==> config.mk <==
export PLATFORM = sky130hd
export DESIGN_NAME = muldiv_ctrl
export DESIGN_NICKNAME = d
export VERILOG_FILES = /design/src/rtl/muldiv_pkg.sv /design/src/rtl/muldiv_ctrl.sv
export SDC_FILE = /design/constraint.sdc
export NUM_CORES = 1
export LEC_CHECK = 0
export BUFFER_PORTS_ARGS = -buffer_cell sky130_fd_sc_hd__buf_2
export CAP_MARGIN = 20
export CORE_ASPECT_RATIO = 0.7
export CORE_MARGIN = 2
export CORE_UTILIZATION = 30
export CTS_CLUSTER_DIAMETER = 40
export DETAILED_ROUTE_END_ITERATION = 8
export MAX_ROUTING_LAYER = met4
export SETUP_SLACK_MARGIN = 0.05
export SYNTH_ARGS = -nofsm -noshare
export SYNTH_HDL_FRONTEND = slang
export SYNTH_SLANG_ARGS = --single-unit
==> constraint.sdc <==
create_clock -name clk -period 5.6 [get_ports clk]
set_input_delay 0 -clock clk [delete_from_list [all_inputs] [get_ports clk]]
set_output_delay 0 -clock clk [all_outputs]
set_load 0.03 [all_outputs]
==> src/rtl/muldiv_pkg.sv <==
`default_nettype none
// ============================================================================
// Module : muldiv_pkg
// Brief  : Shared op encodings, FSM states and iteration count for muldiv_ctrl.
// Rev    : 1.0
// ============================================================================
package muldiv_pkg;

  localparam int ITER = 32;

  typedef enum logic [1:0] {
    OP_MULT  = 2'd0,
    OP_MULTU = 2'd1,
    OP_DIV   = 2'd2,
    OP_DIVU  = 2'd3
  } op_e;

  typedef enum logic [1:0] {
    S_IDLE = 2'd0,
    S_RUN  = 2'd1,
    S_FIX  = 2'd2,
    S_DONE = 2'd3
  } state_e;

  function automatic logic op_is_div(input logic [1:0] op);
    return op[1];
  endfunction

  function automatic logic op_is_signed(input logic [1:0] op);
    return ~op[0];
  endfunction

  // Magnitude of a signed operand; unsigned ops pass the raw value through.
  function automatic logic [31:0] mag32(input logic [31:0] v, input logic is_signed);
    return (is_signed && v[31]) ? (~v + 32'd1) : v;
  endfunction

endpackage
`default_nettype wire

==> src/rtl/muldiv_ctrl.sv <==
`default_nettype none
// ============================================================================
// Module : muldiv_ctrl
// Brief  : Iterative 32x32 multiply / 32/32 divide unit with HI/LO results.
// Rev    : 1.0
// ============================================================================
module muldiv_ctrl
  import muldiv_pkg::*;
#(
  parameter int ITER = muldiv_pkg::ITER
) (
  input  logic        clk,
  input  logic        rst,
  input  logic        start,
  input  logic [1:0]  op,
  input  logic [31:0] op1,
  input  logic [31:0] op2,
  input  logic        flush,
  output logic        busy,
  output logic        done,
  output logic [31:0] hi,
  output logic [31:0] lo,
  output logic        div_by_zero
);

  state_e      r_state;
  state_e      w_state_nxt;
  logic [1:0]  r_op;
  logic [63:0] r_acc;
  logic [31:0] r_opr;
  logic [5:0]  r_cnt;
  logic        r_sign1;
  logic        r_sign2;

  logic        w_in_signed;
  logic        w_in_dbz;
  logic        w_last;
  logic [32:0] w_mul_sum;
  logic [63:0] w_mul_step;
  logic [32:0] w_div_trial;
  logic [63:0] w_div_step;
  logic        w_neg_res;
  logic        w_neg_rem;
  logic [63:0] w_prod;
  logic [31:0] w_quot;
  logic [31:0] w_rem;

  assign w_in_signed = op_is_signed(op);
  assign w_in_dbz    = op_is_div(op) && (op2 == 32'd0);
  assign w_last      = (r_cnt == 6'(ITER - 1));

  // Multiply: multiplier sits in acc[31:0] and shifts out as the product shifts in.
  assign w_mul_sum  = {1'b0, r_acc[63:32]} + (r_acc[0] ? {1'b0, r_opr} : 33'd0);
  assign w_mul_step = {w_mul_sum, r_acc[31:1]};

  // Restoring divide: shifted partial remainder may need 33 bits before subtracting.
  assign w_div_trial = r_acc[63:31] - {1'b0, r_opr};
  assign w_div_step  = w_div_trial[32] ? {r_acc[62:0], 1'b0}
                                       : {w_div_trial[31:0], r_acc[30:0], 1'b1};

  assign w_neg_res = op_is_signed(r_op) && (r_sign1 ^ r_sign2);
  assign w_neg_rem = op_is_signed(r_op) && r_sign1;
  assign w_prod    = w_neg_res ? (~r_acc + 64'd1) : r_acc;
  assign w_quot    = w_neg_res ? (~r_acc[31:0] + 32'd1) : r_acc[31:0];
  assign w_rem     = w_neg_rem ? (~r_acc[63:32] + 32'd1) : r_acc[63:32];

  assign busy = (r_state != S_IDLE);
  assign done = (r_state == S_DONE);

  always_ff @(posedge clk or posedge rst) begin
    if (rst) r_state <= S_IDLE;
    else     r_state <= w_state_nxt;
  end

  always_comb begin
    w_state_nxt = r_state;
    if (flush) begin
      w_state_nxt = S_IDLE;
    end else begin
      case (r_state)
        S_IDLE: if (start) w_state_nxt = w_in_dbz ? S_DONE : S_RUN;
        S_RUN:  if (w_last) w_state_nxt = S_FIX;
        S_FIX:  w_state_nxt = S_DONE;
        S_DONE: w_state_nxt = S_IDLE;
        default: w_state_nxt = S_IDLE;
      endcase
    end
  end

  always_ff @(posedge clk or posedge rst) begin
    if (rst) begin
      r_op        <= 2'd0;
      r_acc       <= 64'd0;
      r_opr       <= 32'd0;
      r_cnt       <= 6'd0;
      r_sign1     <= 1'b0;
      r_sign2     <= 1'b0;
      hi          <= 32'd0;
      lo          <= 32'd0;
      div_by_zero <= 1'b0;
    end else if (!flush) begin
      case (r_state)
        S_IDLE: if (start) begin
          r_op        <= op;
          r_cnt       <= 6'd0;
          r_sign1     <= op1[31];
          r_sign2     <= op2[31];
          div_by_zero <= w_in_dbz;
          if (w_in_dbz) begin
            hi <= op1;
            lo <= 32'hFFFF_FFFF;
          end else if (op_is_div(op)) begin
            r_acc <= {32'd0, mag32(op1, w_in_signed)};
            r_opr <= mag32(op2, w_in_signed);
          end else begin
            r_acc <= {32'd0, mag32(op2, w_in_signed)};
            r_opr <= mag32(op1, w_in_signed);
          end
        end
        S_RUN: begin
          r_acc <= op_is_div(r_op) ? w_div_step : w_mul_step;
          r_cnt <= r_cnt + 6'd1;
        end
        S_FIX: begin
          if (op_is_div(r_op)) {hi, lo} <= {w_rem, w_quot};
          else                 {hi, lo} <= w_prod;
        end
        default: ;
      endcase
    end
  end

endmodule
`default_nettype wire

==> results of run 1 <==
-- cell type report --
| class | instances | area [um^2] | area share [%] |
|---|---|---|---|
| multi-input cells | 1557 | 10100 | 58.1 |
| flip-flops and latches | 173 | 4330 | 25.0 |
| repair buffers | 192 | 1200 | 6.96 |
| well taps | 665 | 832 | 4.81 |
| clock buffers | 18 | 439 | 2.54 |
| inverters | 80 | 305 | 1.76 |
| clock inverters | 13 | 133 | 0.766 |
-- worst paths after layout --
check,startpoint,endpoint,slack (ps),depth (start not counted)
setup / recovery,r_acc[0],r_acc[63],1310,13
hold / removal,op2[8],r_opr[8],20,4
setup reg to reg,r_acc[0],r_acc[63],1310,13
hold reg to reg,hi[6],hi[6],480,2
max in group asynchronous,rst,r_op[1],4090,4
min in group asynchronous,rst,r_state[0],120,3
-- kinds of logic after synthesis --
family | Yosys count
AOI/OAI and AO/OA | 627
and+or+nand+nor | 612
buffers and inverters | 183
xor gates and xnor gates | 165
DFF | 173
adders and majority gates | 75
muxes | 78
-- flip-flops by register name, summed over array words and instances, names as in the netlist --
signal,cells
r_acc,64
hi,32
lo,32
r_opr,32
r_cnt,6
r_op,2
r_state,2
div_by_zero,1
r_sign1,1
r_sign2,1
-- per-stage QoR --
step,setup WS [ps],util (%)
after global routing,1120,35.0
after global placement,1450,33.1
final,1310,35.0
after CTS,1390,34.9
after detailed placement,1410,33.1
after floorplan,912,-
-- worst register-to-register path, stage by stage, from the launching register on --
cell,delay (ps)
dfrtp_1,470
and2_1,160
ha_1,210
inv_1,70
fa_1,400
nand2b_1,210
a211oi_1,520
o21ai_1,210
a21o_1,270
o211a_1,260
o31ai_1,710
a41oi_1,240
a211o_1,340
a32oi_1,150
-- cells in the final DEF, fill, tap and decap left out, types with 30 or more instances in the layout --
cell type and count:
a211oi_1 33, a21oi_1 170, a31oi_1 32, buf_2 136, dfrtp_1 172, dlygate4sd3_1 30, ha_1 71, inv_1 78
mux2_2 31, mux2i_1 47, nand2_1 195, nor2_1 203, nor3_1 40, o21ai_0 176, xnor2_1 104, xor2_1 60
-- power by group --
| part | internal [mW] | total, mW | switching (mW) |
|---|---|---|---|
| clock network | 0.635 | 1.23 | 0.598 |
| registers | 1.80 | 2.48 | 0.687 |
| logic | 2.86 | 7.84 | 4.99 |
-- repair_timing --
action / 4_1_cts / 5_1_grt
buffers inserted: 0 / 0
hold buffers: 30 / 0
endpoints found under the hold margin: 85 / 0
-- routing by layer --
| metal | global-route usage, % | share of wire (%) | vias to the layer above | wire [um] |
|---|---|---|---|---|
| met1 | 32.4 | 50 | 7202 | 28100 |
| met3 | 5.46 | 8.6 | 45 | 4800 |
| met5 | - | 0 | - | 0 |
| met4 | 4.06 | 1.2 | 0 | 667 |
| li1 | - | - | 7117 | - |
| met2 | 30.0 | 40 | 511 | 22500 |
==> run_results.csv, run 1 <==
group,metric,value,unit
final_layout,final_area,17300,um^2
drt,ant_nets,0,
worst_setup_path,crit_type,"reg2reg",
yosys,ys_seq_area_share,28.7,%
pwr,power,11.6,mW
worst_setup_path,path_buf_inv,1,
clock_tree,htreeDepth,4,
final_layout,area_growth,14.7,%
timing,slew_violations,0,
yosys,synth_edf_count,0,
yosys,syn-num-nets,2058,
floorplanning,die_h,192,um
job,cap_viol_max_count,0,
timing,max_slew_margin,24.3,%
yosys,synth-simple-area-share,19.2,%
yosys,syn-cell-area,15100,um^2
yosys,yosysWarnings,0,
yosys,yosysMostFrequentCell,"nor2_1",
floorplanning,start_util,30.5,%
yosys,synthMuxAreaShare,5.43,%
drt,drt-initial-drc-count,1230,
drt,first_pass_iters,5,
timing,rsz0062_at_grt,"false",
drt,post_drt_wl_per_cell,20.8,um
placed_design,place.gp.congestion,0.935,
worst_setup_path,crit_fanout,7,
pwr,power.leakage,7.48,nW
timing,clock_skew,15.0,ps
grt,grt_max_degree,90,
floorplanning,rows,68,
timing,worstMarginPinSlew,1130,ps
grt,grt_overflow,0,
clock_tree,cts_resized,0,
outcome,status,"completed",
yosys,synthXorXnorAreaFrac,9.58,%
placed_design,dpl.cell_count,2635,
timing,setup_viol,0,
placed_design,dp_hpwl,44300,um
final_layout,n_fill_cell,5249,
drt,vias_per_cell,5.51,
grt,antenna_found_initial,3,
drt,totalWireLength,56100,um
worst_setup_path,cpMaxStageDelayCell,"o31ai_1",
floorplanning,die_area,52100,um^2
yosys,synth_fa_ha_area_share,6.32,%
pwr,ir_drop,0.000324,V
floorplanning,ioPinCount,137,
timing,hold_ws,18.9,ps
yosys,synth_top_family_by_area,"compound AO/OA/AOI/OAI gates",
yosys,synthTopCellsByCount,"203 x nor2_1, 195 x nand2_1, 176 x o21ai_0, 173 x dfrtp_1, 170 x a21oi_1",
final_layout,stdcell_count,2698,
yosys,syn_avg_cell_area,7.89,um^2
yosys,yosys.area.top_type,"dfrtp_1",
final_layout,finalNetCount,2166,
worst_setup_path,arrival,4670,ps
final_layout,layout-drive-gt1-share,12.9,%
clock_tree,clock_sinks,173,
floorplanning,die_x,272,um
clock_tree,clk_latency,460,ps
clock_tree,cts_tree,"built",
placed_design,io_buffers,136,
yosys,synthTopCellsByArea,"dfrtp_1 29%, ha_1 6.1%, xnor2_1 6.0%",
clock_tree,root_buffer,"clkbuf_16",
final_layout,diodes,0,
timing,hold_viol,0,
min_path,hp-class,"in2reg",
yosys,ys_ff_latch,173,
worst_setup_path,crit_path_cell_trace,"and2_1, ha_1, inv_1, fa_1, nand2b_1, a211oi_1, o21ai_1, a21o_1, o211a_1, o31ai_1, a41oi_1, a211o_1, a32oi_1",
worst_setup_path,startpoint_type,"flip-flop",
timing,period_share,76.6,%
timing,fin_setup_tns,0,ps
drt,remaining_drc_errors,0,
drt,vias,14900,
timing,fmax,0.233,GHz
floorplanning,coreArea,49500,um^2
yosys,synth_ff_type,"dfrtp_1",
yosys,async_reset_ff_share,100,%
clock_tree,cts_buffer_depth,2,
worst_setup_path,critPathCaptureType,"flip-flop",
yosys,synth-compound-area-share,25.9,%
yosys,synth_top_area_share,28.7,%
yosys,syn_inst,1913,
grt,grt_pass1_vias,14100,
yosys,synthDistinctLibCells,87,
clock_tree,clk_pin_slew,80,ps
clock_tree,cts_made_buffers,17,
worst_setup_path,cpPeakStageDelay,710,ps
worst_setup_path,critical_path.top_delay_family,"compound AO/OA/AOI/OAI gates",
grt,grt_pass1_wl,85300,um
grt,grt_usage,22.0,%
pwr,p_per_area,668,nW/um^2
placed_design,placed_area,16400,um^2
worst_setup_path,crit_required,5980,ps
timing,period_minus_slack,4290,ps
Note: power is estimated with default switching activity, not from simulation.
==> inputs of run 2 (changes only) <==
==> constraint.sdc (replaced) <==
create_clock -name clk -period 4.2 [get_ports clk]
set_input_delay 0 -clock clk [delete_from_list [all_inputs] [get_ports clk]]
set_output_delay 0 -clock clk [all_outputs]
set_load 0.03 [all_outputs]
==> run_results.csv, run 2 (synthesis gave the netlist of run 1 again) <==
group,metric,value,unit
timing,rsz0062_at_grt,"false",
floorplanning,start_util,30.5,%
worst_setup_path,cp.depth,13,
worst_setup_path,regToRegStartpoint,"r_acc[31]",
timing,max_slew_margin,27.5,%
worst_setup_path,reg2reg_depth,13,
clock_tree,cts_buffer_depth,2,
min_path,holdCritStartpoint,"op2[5]",
job,cap_viol_max_count,0,
timing,clock_skew,22.2,ps
clock_tree,cts_resized,0,
clock_tree,clock_sinks,173,
clock_tree,htreeDepth,4,
placed_design,dp_hpwl,45600,um
worst_setup_path,crit_required,4520,ps
grt,grt_usage,22.6,%
grt,antenna_found_initial,2,
grt,grt_max_degree,91,
placed_design,io_buffers,136,
timing,fmax,0.264,GHz
worst_setup_path,crit_fanout,17,
final_layout,fin_util,35.5,%
worst_setup_path,arrival,4110,ps
drt,first_pass_iters,6,
worst_setup_path,r2r_end,"r_acc[61]",
floorplanning,coreArea,49500,um^2
timing,slew_violations,0,
drt,vias,15200,
pwr,ir_drop,0.000424,V
pwr,p_per_area,904,nW/um^2
drt,vias_per_cell,5.57,
floorplanning,die_h,192,um
final_layout,finalNetCount,2192,
min_path,hp-class,"in2reg",
final_layout,largest_register_ffs,64,
worst_setup_path,path_buf_inv,2,
clock_tree,cts_made_buffers,17,
grt,grt_pass1_wl,87400,um
pwr,power.leakage,7.63,nW
drt,totalWireLength,57600,um
final_layout,layout-drive-gt1-share,14.1,%
min_path,min_to,"r_opr[5]",
timing,period_share,90.2,%
worst_setup_path,reg2reg_slack,410,ps
timing,period_minus_slack,3790,ps
drt,remaining_drc_errors,0,
clock_tree,clk_latency,460,ps
floorplanning,die_area,52100,um^2
worst_setup_path,cpPeakStageDelay,540,ps
worst_setup_path,crit_path_cell_trace,"inv_1, ha_1, fa_1, nand2b_1, a21oi_1, o21a_1, o211ai_1, nand3_1, xor2_4, buf_4, o21ai_0, a41oi_1, o32ai_1",
final_layout,mostFrequentLayoutCell,"nor2_1",
grt,grt_overflow,0,
timing,fin_setup_tns,0,ps
placed_design,place.gp.congestion,0.986,
floorplanning,die_x,272,um
timing,setup_viol,0,
clock_tree,clk_pin_slew,90,ps
floorplanning,rows,68,
final_layout,top_register,"r_acc",
timing,hold_viol,0,
final_layout,area_growth,16.3,%
drt,post_drt_wl_per_cell,21.1,um
worst_setup_path,critPathCaptureType,"flip-flop",
final_layout,mostFrequentLayoutCells,"202 x nor2_1, 195 x nand2_1, 176 x o21ai_0",
clock_tree,root_buffer,"clkbuf_16",
grt,grt_pass1_vias,14200,
worst_setup_path,critical_path.top_delay_family,"compound AO/OA/AOI/OAI gates",
drt,ant_nets,0,
min_path,hold_depth,4,
floorplanning,ioPinCount,137,
worst_setup_path,cpMaxStageDelayCell,"xor2_4",
outcome,status,"completed",
drt,drt-initial-drc-count,1603,
worst_setup_path,crit_type,"reg2reg",
clock_tree,cts_tree,"built",
timing,worstMarginPinSlew,1080,ps
worst_setup_path,startpoint_type,"flip-flop",
[run 2: area by class of cell]
cell class	count	area, um^2
Antenna cell	2	5.00
Clock buffer	19	433
Clock inverter	13	154
Fill cell	5232	32000
Inverter	80	304
Multi-Input combinational cell	1557	10100
Sequential cell	173	4330
Tap cell	665	832
Timing Repair Buffer	218	1430
[run 2: how the worst max path moves through the flow]
stage / end / start / slack, ps
2_1_floorplan: r_acc[63] / r_acc[0] / 940
3_3_place_gp: r_acc[62] / r_acc[0] / 540
5_1_grt: r_acc[60] / r_acc[0] / 160
3_5_place_dp: r_acc[63] / r_acc[0] / 460
4_1_cts: r_acc[63] / r_acc[0] / 450
6_report: r_acc[61] / r_acc[31] / 410
[run 2: layer usage]
layer	global-route usage [%]	part of all wire (%)	vias up
met5	-	0	-
met4	5.35	1.7	0
met3	4.26	7.7	60
met2	30.8	41	542
met1	33.7	50	7438
li1	-	-	7152
[run 2: repair_timing]
item / in CTS / in global routing
setup buffers: 0 / 0
hold buffers: 28 / 1
endpoints found under the hold margin: 67 / 5
endpoints found under the setup margin: 0 / 0
[run 2: stage by stage]
stage                     setup WS [ps]  total power, mW  hold WS, ps  instance area (um^2)  std cells
final                               413             15.9         25.3                 17600       2727
after global routing                155             17.0         48.1                 17600       2726
after CTS                           450             15.7         2.00                 17500       2721
after detailed placement            464             13.9          267                 16600       2661
after global placement              541             13.8          268                 16600       2661
after floorplan                     940             10.5         66.8                 15100       1913
[run 2: where the power goes]
part | switching, mW | total [mW] | internal, mW | leakage [nW]
clock | 0.787 | 1.68 | 0.896 | 0.291
combinational | 6.85 | 10.9 | 4.04 | 5.18
sequential | 0.889 | 3.29 | 2.40 | 2.16
total | 8.53 | 15.9 | 7.34 | 7.63
[run 2: tightest hold or removal path: cells and delay by family]
| family | cells | cell delay [ps] |
|---|---|---|
| buf+inv | 1 | 110 |
| xor+xnor | 1 | 100 |
| compound gates | 2 | 230 |
==> inputs of run 3 (changes only) <==
--- a/config.mk
+++ b/config.mk
@@ -12,6 +12,7 @@
 export CORE_UTILIZATION = 30
 export CTS_CLUSTER_DIAMETER = 40
 export DETAILED_ROUTE_END_ITERATION = 8
+export HOLD_SLACK_MARGIN = 0.08
 export MAX_ROUTING_LAYER = met4
 export SETUP_SLACK_MARGIN = 0.05
 export SYNTH_ARGS = -nofsm -noshare
==> run_results.csv, run 3 (synthesis gave the netlist of run 1 again) <==
group,metric,value,unit
final_layout,fin_util,35.9,%
floorplanning,ioPinCount,137,
grt,use_met3,4.26,%
grt,grt_overflow,0,
min_path,hold_depth,5,
pwr,power.switching,8.53,mW
pwr,clkPwrFrac,10.6,%
pwr,switching_share,53.7,%
timing,slew_violations,0,
placed_design,place.gp.congestion,0.986,
floorplanning,die_area,52100,um^2
floorplanning,coreArea,49500,um^2
pwr,power,15.9,mW
worst_setup_path,startpoint_type,"flip-flop",
timing,max_slew_margin,27.1,%
pwr,pwr-share-comb,68.7,%
worst_setup_path,crit_required,4520,ps
clock_tree,cts_buffer_depth,2,
timing,fin_setup_tns,0,ps
placed_design,io_buffers,136,
grt,grt_usage,22.6,%
grt,grt.busiest_layer,"met1",
worst_setup_path,arrival,4100,ps
pwr,power.leakage,7.72,nW
outcome,status,"completed",
clock_tree,clk_latency,460,ps
timing,worstMarginPinSlew,1090,ps
floorplanning,die_h,192,um
drt,post_drt_wl_per_cell,21.1,um
pwr,p_per_area,895,nW/um^2
final_layout,area_growth,17.6,%
drt,vias,15400,
drt,first_pass_iters,6,
final_layout,top_register,"r_acc",
clock_tree,cts_made_buffers,17,
min_path,holdCritStartpoint,"op2[24]",
clock_tree,htreeDepth,4,
timing,fmax,0.265,GHz
worst_setup_path,reg2reg_depth,13,
grt,grtUsageMet2,31.0,%
drt,vias_per_cell,5.59,
final_layout,n_fill_cell,5215,
timing,hold_viol,0,
worst_setup_path,critPathCaptureType,"flip-flop",
worst_setup_path,reg2reg_slack,420,ps
grt,antenna_found_initial,2,
pwr,internal_power,7.36,mW
final_layout,finalNetCount,2212,
pwr,sequentialPowerShare,20.7,%
timing,clock_skew,22.2,ps
job,cap_viol_max_count,0,
worst_setup_path,regToRegStartpoint,"r_acc[31]",
grt,grt_pass1_vias,14300,
min_path,min_to,"r_opr[24]",
final_layout,layout-drive-gt1-share,13.9,%
clock_tree,cts_tree,"built",
worst_setup_path,crit_fanout,17,
worst_setup_path,r2r_end,"r_acc[61]",
clock_tree,clock_sinks,173,
grt,grt_pass1_wl,87800,um
worst_setup_path,crit_type,"reg2reg",
pwr,ir_drop,0.000426,V
drt,ant_nets,0,
final_layout,largest_register_ffs,64,
floorplanning,die_x,272,um
floorplanning,start_util,30.5,%
min_path,hp-class,"in2reg",
final_layout,mostFrequentLayoutCell,"nor2_1",
timing,period_share,90.0,%
grt,grt_max_degree,91,
floorplanning,rows,68,
grt,use_met1,33.8,%
drt,drt-initial-drc-count,1637,
timing,period_minus_slack,3780,ps
timing,setup_viol,0,
clock_tree,root_buffer,"clkbuf_16",
drt,totalWireLength,58000,um
placed_design,dp_hpwl,45600,um
clock_tree,clk_pin_slew,80,ps
drt,remaining_drc_errors,0,
timing,rsz0062_at_grt,"false",
final_layout,mostFrequentLayoutCells,"202 x nor2_1, 195 x nand2_1, 176 x o21ai_0",
==> run 3: repair_timing <==
item / 4_1_cts / 5_1_grt
resized for setup: 0 / 0
endpoints found under the setup margin: 0 / 0
hold buffers: 48 / 1
setup buffers: 0 / 0
endpoints found under the hold margin: 95 / 5
==> run 3: power groups by stage <==
stage	Clock, mW	Combinational (mW)	Sequential, mW
6_report	1.68	10.9	3.29
5_1_grt	1.77	11.8	3.38
2_1_floorplan	0	6.92	3.57
3_5_place_dp	0	10.6	3.28
4_1_cts	1.71	10.7	3.26
3_3_place_gp	0	10.6	3.26
==> run 3: worst max-delay path by stage <==
stage               from         to  slack [ps]  cells after the start
2_1_floorplan   r_acc[0]  r_acc[63]         940                     13
3_3_place_gp    r_acc[0]  r_acc[62]         540                     13
3_5_place_dp    r_acc[0]  r_acc[63]         460                     14
4_1_cts         r_acc[0]  r_acc[63]         450                     14
5_1_grt         r_acc[0]  r_acc[60]         160                     14
6_report       r_acc[31]  r_acc[61]         420                     13
==> run 3: worst max-delay path, stage by stage, from the launching register on <==
cell	delay, ps
dfrtp_1	380
inv_1	140
ha_1	260
fa_1	390
nand2b_1	200
a21oi_1	310
o21a_1	310
o211ai_1	140
nand3_1	180
xor2_4	540
buf_4	260
o21ai_0	80
a41oi_1	340
o32ai_1	120
==> run 3: final cells by class <==
type	instances	area, um^2	share of cell area, %
Inverter	80	304	1.71
Sequential cell	173	4330	24.4
Antenna cell	1	2.50	0.0141
Tap cell	665	832	4.69
Timing Repair Buffer	238	1630	9.19
Clock inverter	13	154	0.867
Multi-Input combinational cell	1557	10100	56.7
Clock buffer	19	433	2.44
==> run 3: layer usage <==
metal,share of wire (%),vias up
met2,41,572
li1,-,7204
met1,49,7517
met5,0,-
met4,1.8,0
met3,8.1,57
==> run 3: through the flow <==
stage,instance area (um^2),instances,hold WS [ps],setup WS [ps]
2_1_floorplan,15100,1913,66.8,940
3_3_place_gp,16600,2661,268,541
3_5_place_dp,16600,2661,267,464
4_1_cts,17700,2741,81.4,450
5_1_grt,17800,2746,97.6,155
6_report,17800,2746,86.9,420
